==> src/rtl/fb_pkg.sv <==
// Shared definitions for the frame-buffer scan-out block.
// Holds the frame-buffer geometry, the 640x480@60 VGA timing constants,
// the RGB444 pixel type, the per-pixel control bundle carried down the
// read pipeline, the scan-out FSM state type and the address helper.
package fb_pkg;

    localparam int unsigned FB_W      = 320;
    localparam int unsigned FB_H      = 240;
    localparam int unsigned FB_ADDR_W = 17;
    localparam int unsigned PIX_W     = 12;

    // Horizontal timing, in pixels
    localparam int unsigned H_ACTIVE = 640;
    localparam int unsigned H_FRONT  = 16;
    localparam int unsigned H_SYNC   = 96;
    localparam int unsigned H_BACK   = 48;
    localparam int unsigned H_TOTAL  = H_ACTIVE + H_FRONT + H_SYNC + H_BACK;

    // Vertical timing, in lines
    localparam int unsigned V_ACTIVE = 480;
    localparam int unsigned V_FRONT  = 10;
    localparam int unsigned V_SYNC   = 2;
    localparam int unsigned V_BACK   = 33;
    localparam int unsigned V_TOTAL  = V_ACTIVE + V_FRONT + V_SYNC + V_BACK;

    // Width of the h/v counters (both totals fit in 10 bits)
    localparam int unsigned CNT_W = 10;

    typedef struct packed {
        logic [3:0] r;
        logic [3:0] g;
        logic [3:0] b;
    } rgb444_t;

    // Sync/active state of one pixel, delayed alongside the memory read
    typedef struct packed {
        logic hsync_n;
        logic vsync_n;
        logic active;
    } pix_ctl_t;

    localparam pix_ctl_t CTL_IDLE = '{hsync_n: 1'b1, vsync_n: 1'b1, active: 1'b0};

    typedef enum logic {
        ST_IDLE = 1'b0,
        ST_RUN  = 1'b1
    } scan_state_t;

    // y*320 + x built from shifts: y*256 + y*64 + x
    function automatic logic [FB_ADDR_W-1:0] fb_addr(input logic [8:0] x,
                                                     input logic [7:0] y);
        logic [FB_ADDR_W-1:0] yy;
        logic [FB_ADDR_W-1:0] xx;
        yy = {{(FB_ADDR_W-8){1'b0}}, y};
        xx = {{(FB_ADDR_W-9){1'b0}}, x};
        return (yy << 8) + (yy << 6) + xx;
    endfunction

endpackage

==> src/rtl/vga_timing_gen.sv <==
// VGA 640x480 timing generator.
// A free-running divider produces one pixel tick every CLK_DIV clocks;
// the h (0..799) and v (0..524) counters advance only on a tick while
// run is high and are held at zero otherwise.
// Ports:
//   clk, rst_n        clock, asynchronous active-low reset
//   run               counters enabled (scan-out FSM in RUN)
//   tick              pixel tick, one clock wide
//   fb_x, fb_y        2x-downscaled frame-buffer coordinates (h>>1, v>>1)
//   hsync_n, vsync_n  raw active-low sync decode of the current h/v
//   active            current h/v lies in the visible 640x480 area
//   vblank            v is in the vertical blanking interval (v >= 480)
//   line_end          h is the last pixel of a line (799)
//   frame_end         v is the last line of a frame (524)
//   last_active_line  v is the last visible line (479)
module vga_timing_gen
    import fb_pkg::*;
#(
    parameter int unsigned CLK_DIV = 4
) (
    input  logic       clk,
    input  logic       rst_n,
    input  logic       run,
    output logic       tick,
    output logic [8:0] fb_x,
    output logic [7:0] fb_y,
    output logic       hsync_n,
    output logic       vsync_n,
    output logic       active,
    output logic       vblank,
    output logic       line_end,
    output logic       frame_end,
    output logic       last_active_line
);

    localparam logic [3:0]       DIV_LAST = 4'(CLK_DIV - 1);
    localparam logic [CNT_W-1:0] H_ACT    = CNT_W'(H_ACTIVE);
    localparam logic [CNT_W-1:0] H_LAST   = CNT_W'(H_TOTAL - 1);
    localparam logic [CNT_W-1:0] HS_BEGIN = CNT_W'(H_ACTIVE + H_FRONT);
    localparam logic [CNT_W-1:0] HS_END   = CNT_W'(H_ACTIVE + H_FRONT + H_SYNC);
    localparam logic [CNT_W-1:0] V_ACT    = CNT_W'(V_ACTIVE);
    localparam logic [CNT_W-1:0] V_LAST   = CNT_W'(V_TOTAL - 1);
    localparam logic [CNT_W-1:0] V_ACT_LAST = CNT_W'(V_ACTIVE - 1);
    localparam logic [CNT_W-1:0] VS_BEGIN = CNT_W'(V_ACTIVE + V_FRONT);
    localparam logic [CNT_W-1:0] VS_END   = CNT_W'(V_ACTIVE + V_FRONT + V_SYNC);

    logic [3:0]       div;
    logic [CNT_W-1:0] h;
    logic [CNT_W-1:0] v;

    assign tick = (div == DIV_LAST);

    always_ff @(posedge clk or negedge rst_n) begin
        if (!rst_n) begin
            div <= '0;
        end else if (tick) begin
            div <= '0;
        end else begin
            div <= div + 4'd1;
        end
    end

    assign line_end         = (h == H_LAST);
    assign frame_end        = (v == V_LAST);
    assign last_active_line = (v == V_ACT_LAST);

    always_ff @(posedge clk or negedge rst_n) begin
        if (!rst_n) begin
            h <= '0;
            v <= '0;
        end else if (!run) begin
            h <= '0;
            v <= '0;
        end else if (tick) begin
            if (line_end) begin
                h <= '0;
                v <= frame_end ? '0 : v + 1'b1;
            end else begin
                h <= h + 1'b1;
            end
        end
    end

    assign fb_x    = h[9:1];
    assign fb_y    = v[8:1];
    assign hsync_n = !((h >= HS_BEGIN) && (h < HS_END));
    assign vsync_n = !((v >= VS_BEGIN) && (v < VS_END));
    assign active  = (h < H_ACT) && (v < V_ACT);
    assign vblank  = (v >= V_ACT);

endmodule

==> src/rtl/fb_scanout.sv <==
// Frame-buffer scan-out: reads a 320x240 RGB444 frame buffer and drives
// a 640x480 VGA stream, each source pixel doubled in both directions.
// Ports:
//   i_clk, i_rst_n         system clock, asynchronous active-low reset
//   i_enable               request to scan out frames
//   o_fb_r_addr, o_fb_r_en frame-buffer read address (y*320+x) and strobe
//   i_fb_r_data            RGB444 read data, valid one clock after o_fb_r_en
//   o_vga_r/g/b            colour outputs (zero outside the active area)
//   o_hsync, o_vsync       active-low syncs, aligned with the colour
//   o_vblank               vertical blanking (also high while idle)
//   o_frame_done           one-clock pulse at the end of the last active line
module fb_scanout
    import fb_pkg::*;
#(
    parameter int unsigned CLK_DIV = 4
) (
    input  logic                 i_clk,
    input  logic                 i_rst_n,
    input  logic                 i_enable,
    output logic [FB_ADDR_W-1:0] o_fb_r_addr,
    output logic                 o_fb_r_en,
    input  logic [PIX_W-1:0]     i_fb_r_data,
    output logic [3:0]           o_vga_r,
    output logic [3:0]           o_vga_g,
    output logic [3:0]           o_vga_b,
    output logic                 o_hsync,
    output logic                 o_vsync,
    output logic                 o_vblank,
    output logic                 o_frame_done
);

    scan_state_t state;
    scan_state_t state_nx;

    logic       run;
    logic       tick;
    logic [8:0] fb_x;
    logic [7:0] fb_y;
    logic       hsync_n;
    logic       vsync_n;
    logic       active;
    logic       vblank;
    logic       line_end;
    logic       frame_end;
    logic       last_active_line;
    logic       pix_act;

    pix_ctl_t   s1;
    pix_ctl_t   s2;
    logic       t1;
    logic       t2;
    rgb444_t    rgb;

    vga_timing_gen #(
        .CLK_DIV (CLK_DIV)
    ) u_tg (
        .clk              (i_clk),
        .rst_n            (i_rst_n),
        .run              (run),
        .tick             (tick),
        .fb_x             (fb_x),
        .fb_y             (fb_y),
        .hsync_n          (hsync_n),
        .vsync_n          (vsync_n),
        .active           (active),
        .vblank           (vblank),
        .line_end         (line_end),
        .frame_end        (frame_end),
        .last_active_line (last_active_line)
    );

    always_ff @(posedge i_clk or negedge i_rst_n) begin
        if (!i_rst_n) begin
            state <= ST_IDLE;
        end else begin
            state <= state_nx;
        end
    end

    // Leaving RUN only at the final tick of a frame lets a mid-frame
    // disable finish the frame in progress.
    always_comb begin
        state_nx = state;
        case (state)
            ST_IDLE: if (tick && i_enable) state_nx = ST_RUN;
            ST_RUN:  if (tick && line_end && frame_end && !i_enable) state_nx = ST_IDLE;
            default: state_nx = ST_IDLE;
        endcase
    end

    assign run     = (state == ST_RUN);
    assign pix_act = run && active;

    always_ff @(posedge i_clk or negedge i_rst_n) begin
        if (!i_rst_n) begin
            o_fb_r_en    <= 1'b0;
            o_fb_r_addr  <= '0;
            o_frame_done <= 1'b0;
        end else begin
            o_fb_r_en    <= tick && pix_act;
            o_frame_done <= tick && run && line_end && last_active_line;
            if (tick && pix_act) begin
                o_fb_r_addr <= fb_addr(fb_x, fb_y);
            end
        end
    end

    // Sync/active for the ticked pixel travel two stages so they reach the
    // outputs on the same edge that captures that pixel's read data.
    always_ff @(posedge i_clk or negedge i_rst_n) begin
        if (!i_rst_n) begin
            s1      <= CTL_IDLE;
            s2      <= CTL_IDLE;
            t1      <= 1'b0;
            t2      <= 1'b0;
            rgb     <= '0;
            o_hsync <= 1'b1;
            o_vsync <= 1'b1;
        end else begin
            t1 <= tick;
            t2 <= t1;
            if (tick) begin
                s1 <= '{hsync_n: hsync_n || !run,
                        vsync_n: vsync_n || !run,
                        active:  pix_act};
            end
            if (t1) begin
                s2 <= s1;
            end
            if (t2) begin
                o_hsync <= s2.hsync_n;
                o_vsync <= s2.vsync_n;
                rgb     <= s2.active ? rgb444_t'(i_fb_r_data) : '0;
            end
        end
    end

    assign o_vga_r  = rgb.r;
    assign o_vga_g  = rgb.g;
    assign o_vga_b  = rgb.b;
    assign o_vblank = !run || vblank;

endmodule

==> config.mk <==
export PLATFORM = sky130hd
export DESIGN_NAME = fb_scanout
export DESIGN_NICKNAME = d
export VERILOG_FILES = /design/src/rtl/fb_pkg.sv /design/src/rtl/vga_timing_gen.sv /design/src/rtl/fb_scanout.sv
export SDC_FILE = /design/constraint.sdc
export NUM_CORES = 1
export LEC_CHECK = 0
export CORE_ASPECT_RATIO = 0.75
export CORE_MARGIN = 2
export CORE_UTILIZATION = 40
export CTS_BUF_LIST = sky130_fd_sc_hd__clkbuf_8
export CTS_CLUSTER_SIZE = 12
export DETAILED_ROUTE_END_ITERATION = 16
export PLACE_DENSITY = 0.68
export SKIP_LAST_GASP = 1
export SLEW_MARGIN = 15
export SYNTH_ARGS = -nofsm -noshare
export SYNTH_HDL_FRONTEND = slang
export SYNTH_SLANG_ARGS = --single-unit
==> constraint.sdc <==
create_clock -name i_clk -period 2.7 [get_ports i_clk]
set_clock_uncertainty 0.05 [all_clocks]
set_input_delay 0.27 -clock i_clk [delete_from_list [all_inputs] [get_ports i_clk]]
set_output_delay 0.27 -clock i_clk [all_outputs]
set_load 0.01 [all_outputs]
---- Yosys cells after proc, flatten, opt, wreduce, memory -nomap -nowiden ----
Index checks and enable logic that the tools add are counted.
operators by class
  add/sub/neg operators ................... 5
  order comparisons ....................... 7
  eq/ne operators ......................... 6
  multiplexer cells ....................... 12
  bitwise operators ....................... 1
  reductions and logical operators ........ 20
operators with widths
  cell                     number
  $mux W10                 7
  $add A10 B1 Y10 const B  2
  $eq A10 B10 Y1 const B   2
  $ge A10 B9 Y1 const B    2
  $lt A10 B10 Y1 const B   2
  $lt A10 B9 Y1 const B    2
  $add A16 B14 Y17         1
  $add A17 B9 Y17          1
  $logic_and A1 B1 Y1      12
  $mux W12                 1
  $eq A10 B9 Y1 const B    1
  $ge A10 B10 Y1 const B   1
  $add A4 B1 Y4 const B    1
  $eq A4 B2 Y1 const B     1
  $logic_not A1 Y1         4
  $mux W4                  1
  $ne A2 B1 Y1 const B     2
  $logic_or A1 B1 Y1       3
  $mux W1                  2
  $pmux W1 S2              1
  $reduce_and A2 Y1        1
  $not A1 Y1               1
storage, ports and cells
  bits in registers ....................... 66
  output and inout port bits .............. 34
  logic and storage cells ................. 71

---- Longest topological paths before layout ----
  depth in word-level cells ............... 6
  mapped depth ............................ 9
  depth with buffers taken out ............ 8

---- Hierarchy ----
Synthesis repeated with hierarchy kept, for this count alone.
second synthesis, totals
  cell total of the unflattened synthesis .. 370
  area, all modules ....................... 3,629.7 um^2
by module, submodules not included
  module          instances  cells each  area an instance (um^2)
  fb_scanout      1          200         2,048.2
  vga_timing_gen  1          170         1,581.5

---- Least setup slack after synthesis ----
No wires, ideal clock.
  kind .................................... register to register
  from .................................... register u_tg.v[3]
  to ...................................... register o_fb_r_addr[13]
  library setup time ...................... 0.069 ns
  arrival ................................. 2.207 ns
  data required time ...................... 2.581 ns
  slack ................................... 0.374 ns
  cell stages (with the launch flop) ...... 8
  clock period less this slack ............ 2.326 ns
  cell sequence ........................... dfrtp_1 inv_1 fa_1 fa_1 nand2b_1 a211o_1 a211o_1 nand3_1
on the way
  longest elaborated chain between the ends .. 4
  elaborated cells between the ends (all ways) .. 6
  those cells by class .................... 2 x add/sub; 1 x order compare; 3 x reduce/logical
ends and longest elaborated chain
  what                                                                      RTL line              source
  start: declaration                                                        vga_timing_gen.sv:49  logic [CNT_W-1:0] v;
  start signal: assignment                                                  vga_timing_gen.sv:77  v <= frame_end ? '0 : v + 1'b1;
  parallel branches: the longest is 4 deep, another holds $add A16 B14 Y17  -
  end signal: assignment                                                    fb_scanout.sv:103     o_fb_r_addr <= fb_addr(fb_x, fb_y);
  end: declaration                                                          fb_scanout.sv:20      output logic [FB_ADDR_W-1:0] o_fb_r_addr,
Parallel ways; which one is timed is not known.
A chain may end at the register's enable or synchronous reset.

---- Worst setup path in the final report ----
  from .................................... register u_tg.v[1]
  to ...................................... register o_fb_r_addr[13]
Same word-level chain as after synthesis.

==> flow_summary.ini <==
[outcome]
outcome = completed

[global_routing]
grt_pass1_vias = 2569
track_usage_pct = 17.1
grt_max_degree = 28
grt_overflow = 0
grt_pass1_wl_mm = 12.8
antenna_found_initial = 0

[synthesis]
synth_seq_area_share_pct = 48.0
synth_area_mm2 = 0.00345
yosysMostFrequentCell = dfrtp_1
synth_top_area_share_pct = 43.5
synthTopCellsByCount = dfrtp_1 (60), nand2_1 (48), inv_1 (29)
syn_nets = 389
ys.flop_type = dfrtp_1
synth_area_leader_cell = dfrtp_1
yosys_register_bits = 66
syn_inst = 352
yosys_warnings = 0
syn_area_per_cell_um2 = 9.81
synth.distinct_cells = 57
synthTopCellsByArea = dfrtp_1 (43%), ha_1 (7.2%), nand2_1 (5.2%), dfstp_2 (4.6%), nand3_1 (3.9%)
synth_edf_count = 0
async_flop_share_pct = 100

[power_and_ir_drop]
power.total_uw = 1990
leakage_uw = 0.00193
p_sw_uw = 414
power.internal_uw = 1580
pwr-share-seq_pct = 50.4
p_clk_share_pct = 45.8
netSwitchingFraction_pct = 20.8
p_per_area_mw_per_mm2 = 461
ir_worst_vdd_mv = 0.217
power_frac_comb_pct = 3.8

[critical_path]
cp_max_fo = 6
reg2reg_slack_ns = 0.20
r2r_cells = 7
crit_start = u_tg.v[1]
critical_path.endpoint = o_fb_r_addr[13]
critPathKind = reg -> reg
cp-end-kind = flop
critPathLaunchType = flop
worstPathRequired_ns = 2.93
r2r-start = u_tg.v[1]
rr_endpoint = o_fb_r_addr[13]
crit_arrival_ns = 2.73

[timing]
setup_viol = 0
setup_ws_ns = 0.197
slew_viol_final = 0
tns_ns = 0
finalHoldViolCount = 0
rsz0062_at_grt = no
layout_min_cycle_time_ns = 2.50
clock.fmax_ghz = 0.400
relSlewSlack_pct = 54.2
period_share_pct = 92.7
worst_slew_pin_slew_ns = 0.687

[routing]
detail-route-antenna-nets = 0
finalWirelength_mm = 7.56
drt_iter0_drc = 280
drc = 0
vias_per_cell = 5.26
num_vias = 2745
drtPass1Iterations = 4
post_drt_wl_per_cell_um = 14.5

[placed_design]
placed_area_mm2 = 0.00409
dp_cells = 505
dp_hpwl_mm = 5.49
io_buffers = 48
pre_cts_ws_ns = 0.225
place.gp.congestion = 0.876

[floorplan]
ios = 49
initial_core_util_pct = 41.0
die_w_um = 111
die_h_um = 84.5
coreArea_mm2 = 0.00842
rows = 29
die_area_mm2 = 0.00940

[clocking]
ctsResizeCount = 0
numCtsBuffers = 9
cts_setup_buffers = 0
clk-insertion-delay-late_ns = 0.35
cts_root_buf = clkbuf_8
cts_tree = done
htreeDepth = 3
cts.sinks = 66
ctsLongestPathBuffers = 2
clkTransAtPathRegs_ns = 0.08

[layout]
diodes = 0
postLayoutCellArea_mm2 = 0.00432
layout.nets = 446
fillerInstances = 761
layout.cells.non_filler = 522
area_growth_pct = 25.1
drive_gt1_share_pct = 10.6

[flow_run]
drv_cap = 0

[hold_path]
hold_class = in -> async
-- repair_timing --
item	in CTS	in global routing
endpoints found under the hold margin	17	0
hold buffers	1	0
setup endpoints to repair	0	0
-- power groups by stage --
stage	clock network, uW	registers [uW]	logic, uW
2_1_floorplan	0	1030	9.73
3_3_place_gp	0	1020	76.9
3_5_place_dp	0	1020	77.4
4_1_cts	938	1000	78.5
5_1_grt	988	1000	85.5
6_report	912	1000	75.5
-- worst min path at each step --
stage	slack (ns)	startpoint	cells after the start	endpoint
3_3_place_gp	0.19	i_rst_n	1	u_tg.v[2]
3_5_place_dp	0.20	i_rst_n	1	u_tg.v[4]
5_1_grt	0.39	i_rst_n	2	u_tg.h[0]
6_report	0.35	i_rst_n	2	u_tg.h[9]
2_1_floorplan	-0.08	i_rst_n	0	o_fb_r_addr[0]
4_1_cts	0.35	i_rst_n	2	u_tg.h[0]
-- critical path: stages, from the launching register on --
cell and delay, ns:
dfrtp_1 0.45, inv_1 0.12, fa_1 0.52, fa_1 0.47
nand2b_1 0.18, a211o_1 0.28, a211o_1 0.29, nand3_1 0.08
-- logic make-up (layout without fill, tap and decap cells) --
kind of cell               Yosys count  in the layout  synth area share, %
muxes                                5              5                 1.63
DFF                                 66             66                 48.0
adders and majority gates           22             22                 8.41
AOI/OAI and AO/OA                   73             73                 15.3
and+or+nand+nor                    130            130                 18.6
buffers and inverters               45            107                 5.22
xor gates and xnor gates            11             11                 2.79
-- layout make-up --
class | instances | area (um2) | area share (%)
tap | 108 | 135 | 3.13
timing repair buffer | 62 | 583 | 13.5
clock buffer | 10 | 138 | 3.19
clock inverter | 6 | 81.3 | 1.88
multi-input combinational | 241 | 1610 | 37.4
inverter | 29 | 109 | 2.52
sequential | 66 | 1660 | 38.4
-- flip-flops by register name, summed over array words and instances, names as in the netlist, 3 cells and up --
register / flops
o_vga_g: 4
o_vga_r: 4
s1: 3
u_tg.h: 10
o_fb_r_addr: 17
u_tg.v: 10
s2: 3
u_tg.div: 4
o_vga_b: 4
-- metal layers --
metal	GRT usage [%]	wire, um	up-vias
met5	0	0	-
met4	4.04	80	0
li1	-	-	1364
met3	6.06	440	8
met2	23.1	3190	61
met1	26.0	3840	1312
-- metrics by stage --
step	hold WS [ns]	utilization (%)
CTS	0.349	51.3
detailed placement	0.204	48.6
global route	0.393	51.3
floorplan	-0.0756	-
finish	0.350	51.3
global placement	0.194	48.6
-- layout by cell type, fill, tap and decap left out, types with 3 or more instances in the layout --
cell type / n
a2111oi_0: 3
a211oi_1: 4
a21boi_0: 3
a21oi_1: 8
buf_4: 13
clkbuf_8: 10
clkdlybuf4s50_1: 47
dfrtp_1: 60
dfstp_2: 6
ha_1: 20
inv_1: 30
mux2_2: 5
nand2_1: 48
nand3_1: 27
nand4_1: 6
nor2_1: 18
nor3_1: 6
o211ai_1: 3
o21a_1: 4
o21ai_0: 24
or3_1: 5
xnor2_1: 10
(Power assumes the default switching activity.)
==> patch (same settings) <==
Register the outputs `o_vga_r`, `o_vga_g`, `o_vga_b` and `o_vblank`, without a reset; this adds one clock of latency there. The other outputs are not delayed to match.
--- a/src/rtl/fb_scanout.sv
+++ b/src/rtl/fb_scanout.sv
@@ -136,8 +136,10 @@
     end
 
-    assign o_vga_r  = rgb.r;
-    assign o_vga_g  = rgb.g;
-    assign o_vga_b  = rgb.b;
-    assign o_vblank = !run || vblank;
+    always_ff @(posedge i_clk) begin
+        o_vga_r  <= rgb.r;
+        o_vga_g  <= rgb.g;
+        o_vga_b  <= rgb.b;
+        o_vblank <= !run || vblank;
+    end
 
 endmodule
Formal check against the unedited RTL: not equivalent (Yosys sat finds a counterexample within 10 cycles, from zero or initial values and one cycle with i_rst_n low).
==> patch against the original RTL <==
Via count is 4.5% lower. Routed wire length is 7.1% lower. Synthesized area is 5.7% higher. Highest routed layer unchanged. Synthesized cell count is 2.0% higher. Design area is 1.9% higher. Global-route usage is 2.0 points lower. Sequential cell count is 13 higher. Worst setup slack better by 0.12 ns.
Power is not compared: it rests on default switching activity, and its combinational part moved more than twofold at a synthesized area within 25%.
==> patch: results <==
timing:
  holdWs_ns: 0.320
  period_share: 0.882
  worst_pin_slew_ns: 0.689
logic_synthesis:
  yosys-top-cells-count: "dfrtp_1, nand2_1, o21ai_0"
  async_flop_share: 0.835
  synth_xor_area_frac: 0.0336
  synth_warnings: 0
  seq_area_frac_synth: 0.526
  synth_compound_area_frac: 0.0984
  ys.flop_type: "dfrtp_1"
  postSynthCellCount: 359
  synth.area.top_cells: "dfrtp_1, dfxtp_1, ha_1"
  muxShareOfSynthArea: 0.0212
  synth.net_count: 396
  synth_fa_ha_area_frac: 0.0795
  synth_cell_types: 51
clocking:
  clk_latency_ns: 0.35
  cts_buffers: 9
  cts.htree.levels: 3
  clock_path_buffers: 2
  cts_setup_buffers: 0
pwr:
  p_leak_nw: 2.02
  ir_worst_vdd_uv: 219
setup_path:
  critPathLaunch: "u_tg.v[3]"
  reg2reg_depth: 8
  r2r_end: "o_fb_r_addr[15]"
  cp-endpoint: "o_fb_r_addr[15]"
  worst_setup_path_start_kind: "flop"
  critPathArrivalTime_ns: 2.57
  r2r_slack_ns: 0.32
  crit_fanout: 6
hold_path:
  min_from: "rgb[4]"
  hold_path_end: "o_vga_g[0]"
  worstHoldPathCells: 0
  hold_class: "flop to flop"
global_route:
  grt_pass1_wl_mm: 11.9
  grt_max_degree: 42
  grt_use_total: 0.150
  grt_antenna_before_repair: 0
  grt_pass1_vias: 2436
placed_design:
  placed_cells: 508
  gp_congestion: 0.855
  dp_slack_ns: 0.306
  post-dp-hpwl_mm: 5.10
  place_area_um2: 4210
  port_buffers: 48
routing:
  wl_per_cell_um: 13.4
  initialDrtViolationCount: 200
  via_count: 2621
layout:
  antenna_cells: 0
  stdcell_count: 525
  area_growth_syn_to_layout_pct: 20.5
  reg_top3: "o_fb_r_addr x17, rgb x12"
  drive_gt1_frac: 0.0920
  final.fill_count: 831
  final_nets: 445
run_status:
  status: "complete, no violations"
## patch: cell count changes after synthesis, moves of 4 or more
cell,change
dfxtp_1,+13
o21ai_0,+13
xor2_1,+6
and2_1,+5
inv_1,-5
nand2_1,+5
nor2_1,-5
and3_1,+4
clkbuf_1,-4
or3_1,-4
## patch: report_power, final
group	internal, mW	switching, mW
sequential	1.26	0.0510
clock	0.341	0.465
combinational	0.132	0.117
## patch: repair_timing
action,in CTS,in global routing
endpoints found under the hold margin,19,0
hold buffers,1,0
gates resized for setup,0,0
## patch: kinds of logic (layout without fill, tap and decap cells)
family,Yosys count,count (layout)
compound gates,62,62
xor+xnor,14,14
fa+ha+maj,22,22
buf+inv,41,95
flops,79,79
simple gates,134,134
mux,7,7
## patch: layout make-up
| type | count | area share |
|---|---|---|
| flip-flops and latches | 79 | 0.436 |
| multi-input cells | 239 | 0.348 |
| repair buffers | 53 | 0.120 |
| well taps | 112 | 0.0319 |
| clock buffers | 9 | 0.0282 |
| inverters | 26 | 0.0233 |
| clock inverters | 7 | 0.0128 |
## patch: layer usage
layer / wire, um / share of wire / global-route usage / up-vias
met5: 0 / 0 / 0 / -
met4: 76 / 0.011 / 0.0499 / 0
met3: 267 / 0.038 / 0.0322 / 9
met2: 2900 / 0.41 / 0.208 / 60
met1: 3780 / 0.54 / 0.232 / 1226
li1: - / - / - / 1326
## patch: critical path, stage by stage (launching register included)
cell and delay (ns):
dfrtp_1 0.46, inv_1 0.11, fa_1 0.49, fa_1 0.47, nor2b_1 0.16, o31ai_1 0.12
a2bb2oi_1 0.19, xnor2_1 0.13, o21ai_0 0.08
